[config.mk]
export PLATFORM = sky130hd
export DESIGN_NAME = camera_ctrl_fsm
export DESIGN_NICKNAME = d
export VERILOG_FILES = /design/src/rtl/camera_ctrl_fsm_pkg.sv /design/src/rtl/camera_ctrl_fsm_exp_time_reg.sv /design/src/rtl/camera_ctrl_fsm.sv
export SDC_FILE = /design/constraint.sdc
export NUM_CORES = 1
export LEC_CHECK = 0
export ABC_AREA = 1
export CORE_MARGIN = 3
export CORE_UTILIZATION = 30
export DETAILED_ROUTE_END_ITERATION = 7
export PLACE_DENSITY = 0.52
export SYNTH_ARGS = -nofsm -noshare
export SYNTH_HDL_FRONTEND = slang
export SYNTH_SLANG_ARGS = --single-unit
[constraint.sdc]
create_clock -name Clk -period 2.2 [get_ports Clk]
set_clock_uncertainty 0.15 [all_clocks]
set_input_delay 0.55 -clock Clk [delete_from_list [all_inputs] [get_ports Clk]]
set_output_delay 0.55 -clock Clk [all_outputs]
set_load 0.02 [all_outputs]
[src/rtl/camera_ctrl_fsm_pkg.sv]
// rtl/camera_ctrl_fsm_pkg.sv - shared types, defaults and output decode for the camera sequencer
// Purpose: state encoding, exposure defaults and the per-state control word used by camera_ctrl_fsm.
// Ports: none (package).
package camera_ctrl_fsm_pkg;

  localparam int DEF_EXP_W     = 5;
  localparam int DEF_EXP_MIN   = 2;
  localparam int DEF_EXP_MAX   = 30;
  localparam int DEF_EXP_RESET = 15;

  typedef enum logic [2:0] {
    ST_IDLE    = 3'd0,
    ST_EXPOSE  = 3'd1,
    ST_R1_SEL  = 3'd2,
    ST_R1_CONV = 3'd3,
    ST_R1_REL  = 3'd4,
    ST_R2_SEL  = 3'd5,
    ST_R2_CONV = 3'd6,
    ST_R2_REL  = 3'd7
  } state_t;

  // Registered control word; reload drives the timer Initial strobe.
  typedef struct packed {
    logic reload;
    logic start;
    logic erase;
    logic expose;
    logic nre_1;
    logic nre_2;
    logic adc;
    logic busy;
  } ctrl_t;

  localparam ctrl_t CTRL_RESET = '{reload: 1'b0, start: 1'b0, erase: 1'b1, expose: 1'b0,
                                   nre_1: 1'b1, nre_2: 1'b1, adc: 1'b0, busy: 1'b0};

  // Every timed state spends its first cycle reloading the timer, then counts.
  function automatic ctrl_t decode_ctrl(input state_t s, input logic entry);
    ctrl_t c;
    c = CTRL_RESET;
    if (s != ST_IDLE) begin
      c.erase  = 1'b0;
      c.busy   = 1'b1;
      c.reload = entry;
      c.start  = ~entry;
    end
    case (s)
      ST_EXPOSE:  c.expose = 1'b1;
      ST_R1_SEL:  c.nre_1 = 1'b0;
      ST_R1_CONV: begin
        c.nre_1 = 1'b0;
        c.adc   = 1'b1;
      end
      ST_R2_SEL:  c.nre_2 = 1'b0;
      ST_R2_CONV: begin
        c.nre_2 = 1'b0;
        c.adc   = 1'b1;
      end
      default: ;
    endcase
    return c;
  endfunction

endpackage

[src/rtl/camera_ctrl_fsm_exp_time_reg.sv]
// rtl/camera_ctrl_fsm_exp_time_reg.sv - exposure setting register with button edge detect
// Purpose: saturating up/down exposure register stepped by rising edges of the two buttons.
// Ports: clk, reset (sync, active high); enable (capture idle); inc, dec (button levels);
//        exp_time (current setting).
module camera_ctrl_fsm_exp_time_reg #(
  parameter int               EXP_W     = 5,
  parameter logic [EXP_W-1:0] EXP_MIN   = 5'd2,
  parameter logic [EXP_W-1:0] EXP_MAX   = 5'd30,
  parameter logic [EXP_W-1:0] EXP_RESET = 5'd15
) (
  input  logic             clk,
  input  logic             reset,
  input  logic             enable,
  input  logic             inc,
  input  logic             dec,
  output logic [EXP_W-1:0] exp_time
);

  logic inc_q;
  logic dec_q;
  logic inc_ev;
  logic dec_ev;

  assign inc_ev = inc & ~inc_q;
  assign dec_ev = dec & ~dec_q;

  // History regs track the buttons even while disabled, so a press made during a
  // capture does not turn into a late step once the sequencer returns to idle.
  always_ff @(posedge clk) begin
    if (reset) begin
      inc_q    <= 1'b0;
      dec_q    <= 1'b0;
      exp_time <= EXP_RESET;
    end else begin
      inc_q <= inc;
      dec_q <= dec;
      if (enable && inc_ev && !dec_ev && (exp_time < EXP_MAX)) begin
        exp_time <= exp_time + 1'b1;
      end else if (enable && dec_ev && !inc_ev && (exp_time > EXP_MIN)) begin
        exp_time <= exp_time - 1'b1;
      end
    end
  end

endmodule

[src/rtl/camera_ctrl_fsm.sv]
// rtl/camera_ctrl_fsm.sv - capture sequencer for the camera pixel array, timer and ADC
// Purpose: runs IDLE -> EXPOSE -> two-row readout -> IDLE and owns the exposure setting.
// Ports: Clk, Reset (sync, active high); Init, Exp_increase, Exp_decrease (debounced buttons);
//        Ovf5, Ovf4 (timer overflow pulses); Initial, Start, Exp_time (to timer);
//        Erase, Expose, NRE_1, NRE_2, ADC (pixel array / converter); Busy (not idle).
module camera_ctrl_fsm
  import camera_ctrl_fsm_pkg::*;
#(
  parameter int               EXP_W     = DEF_EXP_W,
  parameter logic [EXP_W-1:0] EXP_MIN   = EXP_W'(DEF_EXP_MIN),
  parameter logic [EXP_W-1:0] EXP_MAX   = EXP_W'(DEF_EXP_MAX),
  parameter logic [EXP_W-1:0] EXP_RESET = EXP_W'(DEF_EXP_RESET)
) (
  input  logic             Clk,
  input  logic             Reset,
  input  logic             Init,
  input  logic             Exp_increase,
  input  logic             Exp_decrease,
  input  logic             Ovf5,
  input  logic             Ovf4,
  output logic             Initial,
  output logic             Start,
  output logic [EXP_W-1:0] Exp_time,
  output logic             Erase,
  output logic             Expose,
  output logic             NRE_1,
  output logic             NRE_2,
  output logic             ADC,
  output logic             Busy
);

  state_t state;
  state_t state_next;
  logic   entry;
  logic   init_q;
  logic   init_ev;
  logic   timer_live;
  logic   exp_enable;
  ctrl_t  ctrl_q;

  assign init_ev = Init & ~init_q;

  // Outputs trail the state by one register. entry is high in the cycle right after
  // a state change, while the outputs still show the previous state; nothing is
  // acted on then. Once settled, a timer overflow only counts while Start is high,
  // so an overflow in the reload cycle is dropped.
  assign timer_live = ctrl_q.start & ~entry;
  assign exp_enable = (state == ST_IDLE) & ~entry;

  always_ff @(posedge Clk) begin
    if (Reset) begin
      state  <= ST_IDLE;
      entry  <= 1'b0;
      init_q <= 1'b0;
    end else begin
      state  <= state_next;
      entry  <= (state_next != state);
      init_q <= Init;
    end
  end

  always_comb begin
    state_next = state;
    case (state)
      ST_IDLE:    if (!entry && init_ev) state_next = ST_EXPOSE;
      ST_EXPOSE:  if (timer_live && Ovf5) state_next = ST_R1_SEL;
      ST_R1_SEL:  if (timer_live && Ovf4) state_next = ST_R1_CONV;
      ST_R1_CONV: if (timer_live && Ovf4) state_next = ST_R1_REL;
      ST_R1_REL:  if (timer_live && Ovf4) state_next = ST_R2_SEL;
      ST_R2_SEL:  if (timer_live && Ovf4) state_next = ST_R2_CONV;
      ST_R2_CONV: if (timer_live && Ovf4) state_next = ST_R2_REL;
      ST_R2_REL:  if (timer_live && Ovf4) state_next = ST_IDLE;
      default:    state_next = ST_IDLE;
    endcase
  end

  always_ff @(posedge Clk) begin
    if (Reset) begin
      ctrl_q <= CTRL_RESET;
    end else begin
      ctrl_q <= decode_ctrl(state, entry);
    end
  end

  assign Initial = ctrl_q.reload;
  assign Start   = ctrl_q.start;
  assign Erase   = ctrl_q.erase;
  assign Expose  = ctrl_q.expose;
  assign NRE_1   = ctrl_q.nre_1;
  assign NRE_2   = ctrl_q.nre_2;
  assign ADC     = ctrl_q.adc;
  assign Busy    = ctrl_q.busy;

  camera_ctrl_fsm_exp_time_reg #(
    .EXP_W    (EXP_W),
    .EXP_MIN  (EXP_MIN),
    .EXP_MAX  (EXP_MAX),
    .EXP_RESET(EXP_RESET)
  ) u_exp_time_reg (
    .clk     (Clk),
    .reset   (Reset),
    .enable  (exp_enable),
    .inc     (Exp_increase),
    .dec     (Exp_decrease),
    .exp_time(Exp_time)
  );

endmodule

==> results of run 1 <==
==> metal layers <==
metal	wire (µm)	share of wire, %	global-route usage, %	vias up
met1	928	45	14.5	392
met4	25	1.2	2.48	0
met2	1000	49	19.6	21
met5	0	0	0	-
li1	-	-	-	463
met3	87	4.3	2.34	4
==> power by group through the flow <==
stage	Combinational (µW)	Clock (µW)	Sequential [µW]
final	359	164	414
after global routing	404	190	420
after CTS	344	177	415
after detailed placement	331	0	422
after global placement	329	0	422
after floorplan	169	0	454
==> critical path: cells and delay by family, from the launching register on <==
kind	cells	cell delay [ps]
buffers and inverters	2	770
flip-flops	1	370
==> cell families (layout without fill, tap and decap cells) <==
family	count (synthesis)	in the layout
flip-flops	20	20
AO/OA/AOI/OAI	7	7
XOR/XNOR	1	1
adder cells (fa/ha/maj)	4	4
buffers and inverters	20	53
AND/OR/NAND/NOR	74	74
==> per-stage QoR <==
step                TNS [ps]  util [%]  hold slack (ps)  worst slack (ps)  total power, µW
global route           -16.2      46.6              399             -16.2             1010
global placement       -1360      43.8              338              -514              751
floorplan                  0         -              313              55.8              623
finish                     0      46.6              366              82.5              938
CTS                        0      45.5              368              46.9              935
detailed placement     -1460      43.8              342              -558              753
==> cells in the mapped netlist, types with 2 or more instances <==
master                    count  area share (%)
sky130_fd_sc_hd__a21oi_1      4             2.1
sky130_fd_sc_hd__dfxtp_1     20              42
sky130_fd_sc_hd__ha_1         3             3.9
sky130_fd_sc_hd__inv_1       14             5.5
sky130_fd_sc_hd__inv_2        4             1.6
sky130_fd_sc_hd__nand2_1     28              11
sky130_fd_sc_hd__nand2_4      3             3.6
sky130_fd_sc_hd__nand3_1     12             6.3
sky130_fd_sc_hd__nand3_2      3             3.2
sky130_fd_sc_hd__nand4_1      2             1.3
sky130_fd_sc_hd__nor2_1      22             8.7
==> sequential cells by signal, indices dropped and copies added, names as in the netlist <==
| name | count |
|---|---|
| state | 3 |
| Busy | 1 |
| u_exp_time_reg.exp_time | 5 |
| u_exp_time_reg.dec_q | 1 |
| ADC | 1 |
| init_q | 1 |
| entry | 1 |
| Expose | 1 |
| Start | 1 |
| u_exp_time_reg.inc_q | 1 |
| NRE_1 | 1 |
| Erase | 1 |
| NRE_2 | 1 |
| Initial | 1 |
==> final timing paths <==
path | slack, ps | end | from | depth (start not counted)
max | 80 | Exp_time[3] | u_exp_time_reg.exp_time[3]$_SDFFE_PP1P_ | 2
max reg2reg | 180 | u_exp_time_reg.exp_time[4]$_SDFFE_PP0P_ | state[1]$_SDFF_PP0_ | 13
min reg2reg | 370 | state[2]$_SDFF_PP0_ | state[2]$_SDFF_PP0_ | 1
min | 370 | state[2]$_SDFF_PP0_ | state[2]$_SDFF_PP0_ | 1
==> final cells by class <==
type                            count  area share (%)
Clock buffer                        3            1.68
Inverter                           19            5.32
Multi-Input combinational cell     86            38.2
Sequential cell                    20            30.0
Tap cell                           42            3.92
Timing Repair Buffer               31            20.9
==> what timing repair did <==
action,CTS,global route
setup buffers,3,0
resized for setup,6,7
cloned,0,0
setup endpoints to repair,3,4
pin swaps,11,3
==> out/qor.log, run 1 <==
qor: outcome.run_status finished clean
qor: placed_design.routabilityCongestion 0.856
qor: cells_and_area.area_of_the_multi_input_gates 512 µm²
qor: power_and_ir_drop.leak 0.000612 µW
qor: logic_synthesis.synthAdderAreaFrac 6.05%
qor: sta.fmax 472 MHz
qor: power_and_ir_drop.p_sw 314 µW
qor: global_routing.overflow 0
qor: floorplanning.floorplan.die.width 62.3 µm
qor: logic_synthesis.synth.distinct_cells 22
qor: sta.finalSetupViolCount 0
qor: cells_and_area.nNetsFinal 172
qor: clock_network.cts-buffers-inserted 3
qor: cells_and_area.mostFrequentLayoutCells sky130_fd_sc_hd__nand2_1, sky130_fd_sc_hd__dfxtp_1, sky130_fd_sc_hd__nor2_1
qor: cells_and_area.finalInstanceArea 1340 µm²
qor: logic_synthesis.synth_simple_gate_area_share 38.8%
qor: cells_and_area.nFillCells 313
qor: worst_setup_path.crit_slowest_cell sky130_fd_sc_hd__clkdlybuf4s50_1
qor: routing.vias_per_cell 4.38
qor: logic_synthesis.synth_ff_type sky130_fd_sc_hd__dfxtp_1
qor: routing.routed-via-count 880
qor: power_and_ir_drop.maximum_vdd_ir_drop 0.000291 V
qor: global_routing.grtUsageTotal 11.3%
qor: clock_network.tritoncts yes
qor: power_and_ir_drop.share_comb_of_total_power 38.3%
qor: worst_setup_path.required 1500 ps
qor: logic_synthesis.yosysWarnings 0
qor: clock_network.clk_transition_reported_paths 100 ps
qor: floorplanning.placement_rows 19
qor: sta.final_number_of_hold_violating_endpoints 0
qor: sta.fin_crit_sh 96.3%
qor: placed_design.io_buffer_count 19
qor: logic_synthesis.syn_inst 126
qor: routing.detailedRoute.firstIterationViolations 19
qor: floorplanning.initial_core_util 33.1%
qor: routing.route.detailed.drc 0
qor: logic_synthesis.ys_ff_latch 20
qor: worst_setup_path.critical_path.max_stage_delay 610 ps
qor: global_routing.first_global_vias 856
qor: logic_synthesis.mux_contribution_to_synthesized_area 0%
qor: logic_synthesis.synth.net_count 137
qor: placed_design.detailed_place.area 1260 µm²
qor: logic_synthesis.synth_xor_xnor_area_share 0.921%
qor: logic_synthesis.synth_async_sr_flop_share 0%
qor: floorplanning.io_pins 20
qor: sta.worst_slew_pin_slew 299 ps
qor: clock_network.clk_root_buffer_cell sky130_fd_sc_hd__clkbuf_4
qor: logic_synthesis.synth_area 951 µm²
qor: flow_run.maxCapViolations 0
qor: clock_network.worstSkewPairLatency 280 ps
qor: global_routing.first_pass_grt_wire_length 3.67 mm
qor: worst_setup_path.cp_data_arrival_time 1420 ps
qor: routing.drt-wirelength-per-cell 10.2 µm
qor: worst_setup_path.critical_path.startpoint_type flop
qor: routing.ant_nets 0
qor: logic_synthesis.synth_edf_count 0
qor: sta.period_minus_slack 2120 ps
qor: power_and_ir_drop.cellInternalPower 624 µW
qor: logic_synthesis.yosysSeqAreaShare 42.1%
qor: clock_network.cts-hold-fix-buffers 0
qor: cells_and_area.syn2layout_area_growth 40.9%
qor: worst_setup_path.crit_chain buf_4, clkdlybuf4s50_1
qor: floorplanning.die_h 62.3 µm
qor: sta.maxSlewHeadroom 80.0%
qor: power_and_ir_drop.p_seq_share 44.2%
qor: power_and_ir_drop.clock_power_share 17.5%
qor: clock_network.clk_path_buf_depth 2
qor: logic_synthesis.main_combinational_cell_family_by_area_after_synthesis simple AND/OR/NAND/NOR gates
qor: routing.route.final.wire_length 2.04 mm
qor: clock_network.numClockSinks 20
qor: cells_and_area.instances_no_fill 201
qor: floorplanning.core_region_area 2880 µm²
qor: logic_synthesis.synth_compound_gate_area_share 4.08%
qor: cells_and_area.sequential_cell_area 402 µm²
qor: worst_hold_path.min-delay-path-class reg2reg
qor: placed_design.post-place-cells 195
qor: cells_and_area.layout.cells.most_common sky130_fd_sc_hd__nand2_1
qor: floorplanning.design.die.area 3880 µm²
qor: global_routing.antenna_found_initial 0
qor: worst_setup_path.worst-path-max-fanout 4
qor: cells_and_area.antenna-diode-count 0
qor: cells_and_area.layout-drive-gt1-share 23.3%
qor: placed_design.dp.final_hpwl 1.52 mm
qor: clock_network.h-tree-depth 1
qor: sta.final-max-slew-violation-count 0
qor: power_and_ir_drop.switching_share 33.5%
qor: power_and_ir_drop.p_per_area 700 nW/µm²
qor: routing.drtPass1Iterations 4
qor: worst_setup_path.path_class reg2out
qor: global_routing.maximum_number_of_pins_on_one_net_before_global_route_repair 11
qor: logic_synthesis.syn_area_per_cell 7.55 µm²
qor: worst_setup_path.critPathCaptureType primary output
No activity file was read; power rests on OpenSTA's default activity.
==> run 2: changes to the inputs <==
--- a/config.mk
+++ b/config.mk
@@ -8,6 +8,7 @@
 export ABC_AREA = 1
 export CORE_MARGIN = 3
 export CORE_UTILIZATION = 30
+export CTS_CLUSTER_DIAMETER = 120
 export DETAILED_ROUTE_END_ITERATION = 7
 export PLACE_DENSITY = 0.52
 export SYNTH_ARGS = -nofsm -noshare
==> results of run 2 <==
The final DEF is identical to that of run 1; final timing and power are the same.
==> run 3: changes to the inputs <==
--- a/config.mk
+++ b/config.mk
@@ -5,12 +5,11 @@
 export SDC_FILE = /design/constraint.sdc
 export NUM_CORES = 1
 export LEC_CHECK = 0
-export ABC_AREA = 1
 export CORE_MARGIN = 3
-export CORE_UTILIZATION = 30
+export CORE_UTILIZATION = 44
 export CTS_CLUSTER_DIAMETER = 120
 export DETAILED_ROUTE_END_ITERATION = 7
-export PLACE_DENSITY = 0.52
+export PLACE_DENSITY = 0.72
 export SYNTH_ARGS = -nofsm -noshare
 export SYNTH_HDL_FRONTEND = slang
 export SYNTH_SLANG_ARGS = --single-unit
==> out/qor.log, run 3 <==
qor: outcome.run_status finished with violations [was finished clean]
qor: outcome.violations setup timing
qor: power_and_ir_drop.leak 0.000574 µW [was 0.000612 µW]
qor: sta.final_number_of_hold_violating_endpoints 0 [unchanged]
qor: routing.routed-via-count 794 [was 880]
qor: cells_and_area.antenna-diode-count 0 [unchanged]
qor: sta.worst_slew_pin_slew 414 ps [was 299 ps]
qor: logic_synthesis.yosysSeqAreaShare 43.1% [was 42.1%]
qor: cells_and_area.syn2layout_area_growth 44.9% [was 40.9%]
qor: floorplanning.core_region_area 1860 µm² [was 2880 µm²]
qor: worst_setup_path.critPathCaptureType flop [was primary output]
qor: sta.fmax 414 MHz [was 472 MHz]
qor: clock_network.clk_transition_reported_paths 120 ps [was 100 ps]
qor: logic_synthesis.syn_area_per_cell 9.98 µm² [was 7.55 µm²]
qor: sta.fin_crit_sh 110% [was 96.3%]
qor: cells_and_area.sequential_cell_area 404 µm² [was 402 µm²]
qor: floorplanning.design.die.area 2700 µm² [was 3880 µm²]
qor: flow_run.maxCapViolations 0 [unchanged]
qor: worst_setup_path.required 2250 ps [was 1500 ps]
qor: cells_and_area.nNetsFinal 145 [was 172]
qor: cells_and_area.nFillCells 142 [was 313]
qor: routing.route.detailed.drc 0 [unchanged]
qor: clock_network.clk_root_buffer_cell sky130_fd_sc_hd__clkbuf_4 [unchanged]
qor: worst_hold_path.min-delay-path-class reg2reg [unchanged]
qor: cells_and_area.layout-drive-gt1-share 30.1% [was 23.3%]
qor: worst_setup_path.path_class reg2reg [was reg2out]
qor: logic_synthesis.synthTopCellsByArea sky130_fd_sc_hd__dfxtp_1, sky130_fd_sc_hd__nor2b_1, sky130_fd_sc_hd__nand3_1, sky130_fd_sc_hd__ha_1, sky130_fd_sc_hd__xor2_1 [was sky130_fd_sc_hd__dfxtp_1, sky130_fd_sc_hd__nand2_1, sky130_fd_sc_hd__nor2_1, sky130_fd_sc_hd__nand3_1, sky130_fd_sc_hd__inv_1]
qor: sta.period_minus_slack 2410 ps [was 2120 ps]
qor: sta.final-max-slew-violation-count 0 [unchanged]
qor: global_routing.first_pass_grt_wire_length 3.36 mm [was 3.67 mm]
qor: clock_network.tritoncts yes [unchanged]
qor: floorplanning.initial_core_util 50.0% [was 33.1%]
qor: placed_design.dp_worst_setup_slack -737 ps [was -558 ps]
qor: logic_synthesis.top_cell_type_s_share_of_synthesized_area 43.1% [was 42.1%]
qor: routing.drtPass1Iterations 4 [unchanged]
qor: worst_setup_path.worst-path-max-fanout 4 [unchanged]
qor: clock_network.h-tree-depth 1 [unchanged]
qor: routing.detailedRoute.firstIterationViolations 28 [was 19]
qor: clock_network.cts-hold-fix-buffers 0 [unchanged]
qor: power_and_ir_drop.p_per_area 737 nW/µm² [was 700 nW/µm²]
qor: logic_synthesis.yosys-top-cells-count sky130_fd_sc_hd__dfxtp_1, sky130_fd_sc_hd__nand3_1, sky130_fd_sc_hd__nor2b_1, sky130_fd_sc_hd__nor2_1, sky130_fd_sc_hd__xor2_1 [was sky130_fd_sc_hd__nand2_1, sky130_fd_sc_hd__nor2_1, sky130_fd_sc_hd__dfxtp_1, sky130_fd_sc_hd__inv_1, sky130_fd_sc_hd__nand3_1]
qor: global_routing.maximum_number_of_pins_on_one_net_before_global_route_repair 12 [was 11]
qor: worst_setup_path.critical_path.startpoint_type flop [unchanged]
qor: floorplanning.placement_rows 15 [was 19]
qor: sta.setup_repair_after_global_routing_missed_its_margin true
qor: logic_synthesis.yosysWarnings 0 [unchanged]
qor: worst_setup_path.cp_data_arrival_time 2470 ps [was 1420 ps]
qor: sta.hold_slack 413 ps [was 366 ps]
qor: logic_synthesis.synth.distinct_cells 37 [was 22]
qor: floorplanning.io_pins 20 [unchanged]
qor: routing.drt-wirelength-per-cell 12.6 µm [was 10.2 µm]
qor: placed_design.dp.final_hpwl 1.45 mm [was 1.52 mm]
qor: clock_network.clk_path_buf_depth 2 [unchanged]
qor: logic_synthesis.synth_async_sr_flop_share 0% [unchanged]
qor: cells_and_area.reg_top3 u_exp_time_reg.exp_time: 5 flops, state: 3 flops [unchanged]
qor: logic_synthesis.synth_most_common_cell sky130_fd_sc_hd__dfxtp_1 [was sky130_fd_sc_hd__nand2_1]
qor: logic_synthesis.ys_ff_latch 20 [unchanged]
qor: logic_synthesis.syn_inst 93 [was 126]
qor: clock_network.cts-buffers-inserted 3 [unchanged]
qor: floorplanning.die_h 51.9 µm [was 62.3 µm]
qor: placed_design.routabilityCongestion 0.859 [was 0.856]
qor: logic_synthesis.yosysTopAreaCell sky130_fd_sc_hd__dfxtp_1 [unchanged]
qor: cells_and_area.top_register_by_number_of_flip_flops u_exp_time_reg.exp_time [unchanged]
qor: cells_and_area.mostFrequentLayoutCells sky130_fd_sc_hd__buf_4, sky130_fd_sc_hd__dfxtp_1, sky130_fd_sc_hd__clkdlybuf4s50_1 [was sky130_fd_sc_hd__nand2_1, sky130_fd_sc_hd__dfxtp_1, sky130_fd_sc_hd__nor2_1]
qor: sta.finalSetupViolCount 2 [was 0]
qor: routing.vias_per_cell 5.03 [was 4.38]
qor: logic_synthesis.synth_edf_count 0 [unchanged]
qor: cells_and_area.area_of_the_multi_input_gates 514 µm² [was 512 µm²]
qor: global_routing.overflow 0 [unchanged]
qor: sta.post-route-worst-setup-slack -214 ps [was 82.5 ps]
qor: logic_synthesis.synth.net_count 104 [was 137]
qor: cells_and_area.flip_flop_count_of_the_largest_register_after_layout 5 [unchanged]
qor: clock_network.numClockSinks 20 [unchanged]
qor: logic_synthesis.synth_area 928 µm² [was 951 µm²]
qor: floorplanning.floorplan.die.width 51.9 µm [was 62.3 µm]
qor: clock_network.worstSkewPairLatency 300 ps [was 280 ps]
qor: global_routing.antenna_found_initial 0 [unchanged]
qor: placed_design.io_buffer_count 19 [unchanged]
qor: global_routing.grtUsageTotal 16.5% [was 11.3%]
qor: cells_and_area.layout.cells.most_common sky130_fd_sc_hd__buf_4 [was sky130_fd_sc_hd__nand2_1]
qor: sta.maxSlewHeadroom 72.4% [was 80.0%]
qor: global_routing.first_global_vias 722 [was 856]
qor: logic_synthesis.synth_ff_type sky130_fd_sc_hd__dfxtp_1 [unchanged]
qor: routing.route.final.wire_length 1.99 mm [was 2.04 mm]
qor: power_and_ir_drop.maximum_vdd_ir_drop 0.000532 V [was 0.000291 V]
qor: routing.ant_nets 0 [unchanged]
-- run 3: cell count changes after synthesis, moves of 4 or more --
| cell | delta |
|---|---|
| sky130_fd_sc_hd__nand2_1 | -26 |
| sky130_fd_sc_hd__nor2_1 | -16 |
| sky130_fd_sc_hd__inv_1 | -13 |
| sky130_fd_sc_hd__nor2b_1 | +8 |
| sky130_fd_sc_hd__nand3_1 | -4 |
| sky130_fd_sc_hd__xor2_1 | +4 |
-- run 3: area by class of cell --
cell class	instances	area share, %
Tap cell	25	2.33
Inverter	3	1.02
Multi-Input combinational cell	66	38.2
Timing Repair Buffer	40	25.7
Clock buffer	4	2.70
Sequential cell	20	30.0
-- run 3: logic make-up (layout without fill, tap and decap cells) --
logic type	after synthesis	in the layout	share of synthesized area [%]
AO/OA/AOI/OAI	13	13	10.2
XOR/XNOR	5	5	4.72
adder cells (fa/ha/maj)	4	4	6.20
buffers and inverters	7	47	3.91
flip-flops	20	20	43.1
multiplexers	5	5	5.66
AND/OR/NAND/NOR	39	39	26.1
-- run 3: where the power goes --
part | internal [µW] | switching (µW) | leakage, µW
registers | 394 | 22.6 | 0.000165
logic | 195 | 166 | 0.000388
clock network | 101 | 114 | 0.0000210
-- run 3: per-layer routing --
layer	up-vias	wire length, µm	track usage (%)
met3	2	86	3.44
met4	0	8	3.93
met2	21	901	24.1
li1	408	-	-
met1	363	989	24.4
met5	-	0	0
-- run 3: path summary, 6_finish.rpt --
path	cells past startpoint	endpoint	start	slack, ps
worst min-delay path	2	u_exp_time_reg.exp_time[0]$_SDFFE_PP1P_	u_exp_time_reg.exp_time[0]$_SDFFE_PP1P_	410
worst min register to register	2	u_exp_time_reg.exp_time[0]$_SDFFE_PP1P_	u_exp_time_reg.exp_time[0]$_SDFFE_PP1P_	410
worst max-delay path	8	u_exp_time_reg.exp_time[4]$_SDFFE_PP0P_	state[2]$_SDFF_PP0_	-210
worst max register to register	8	u_exp_time_reg.exp_time[4]$_SDFFE_PP0P_	state[2]$_SDFF_PP0_	-210
-- run 3: critical path, cell delays in order, from the launching register on --
cell and delay [ps]:
sky130_fd_sc_hd__dfxtp_2 360, sky130_fd_sc_hd__nor4_4 300, sky130_fd_sc_hd__and4_4 280, sky130_fd_sc_hd__inv_4 50, sky130_fd_sc_hd__fa_2 350, sky130_fd_sc_hd__a21o_1 170, sky130_fd_sc_hd__a21oi_2 120, sky130_fd_sc_hd__mux2i_1 200
sky130_fd_sc_hd__mux2_1 330
-- run 3: what timing repair did --
item,CTS,global route
setup endpoints to repair,2,3
pin swaps,6,9
buffers inserted,2,3
resized for setup,4,3
-- run 3: through the flow --
| stage | TNS, ps | util (%) | instances | instance area (µm²) | total power, µW |
|---|---|---|---|---|---|
| after global placement | -1620 | 67.9 | 150 | 1260 | 754 |
| after global routing | -506 | 72.4 | 158 | 1350 | 1050 |
| final | -219 | 72.4 | 158 | 1350 | 992 |
| after CTS | -232 | 70.8 | 156 | 1320 | 978 |
| after floorplan | -231 | - | 93 | 943 | 611 |
| after detailed placement | -1750 | 67.9 | 150 | 1260 | 760 |
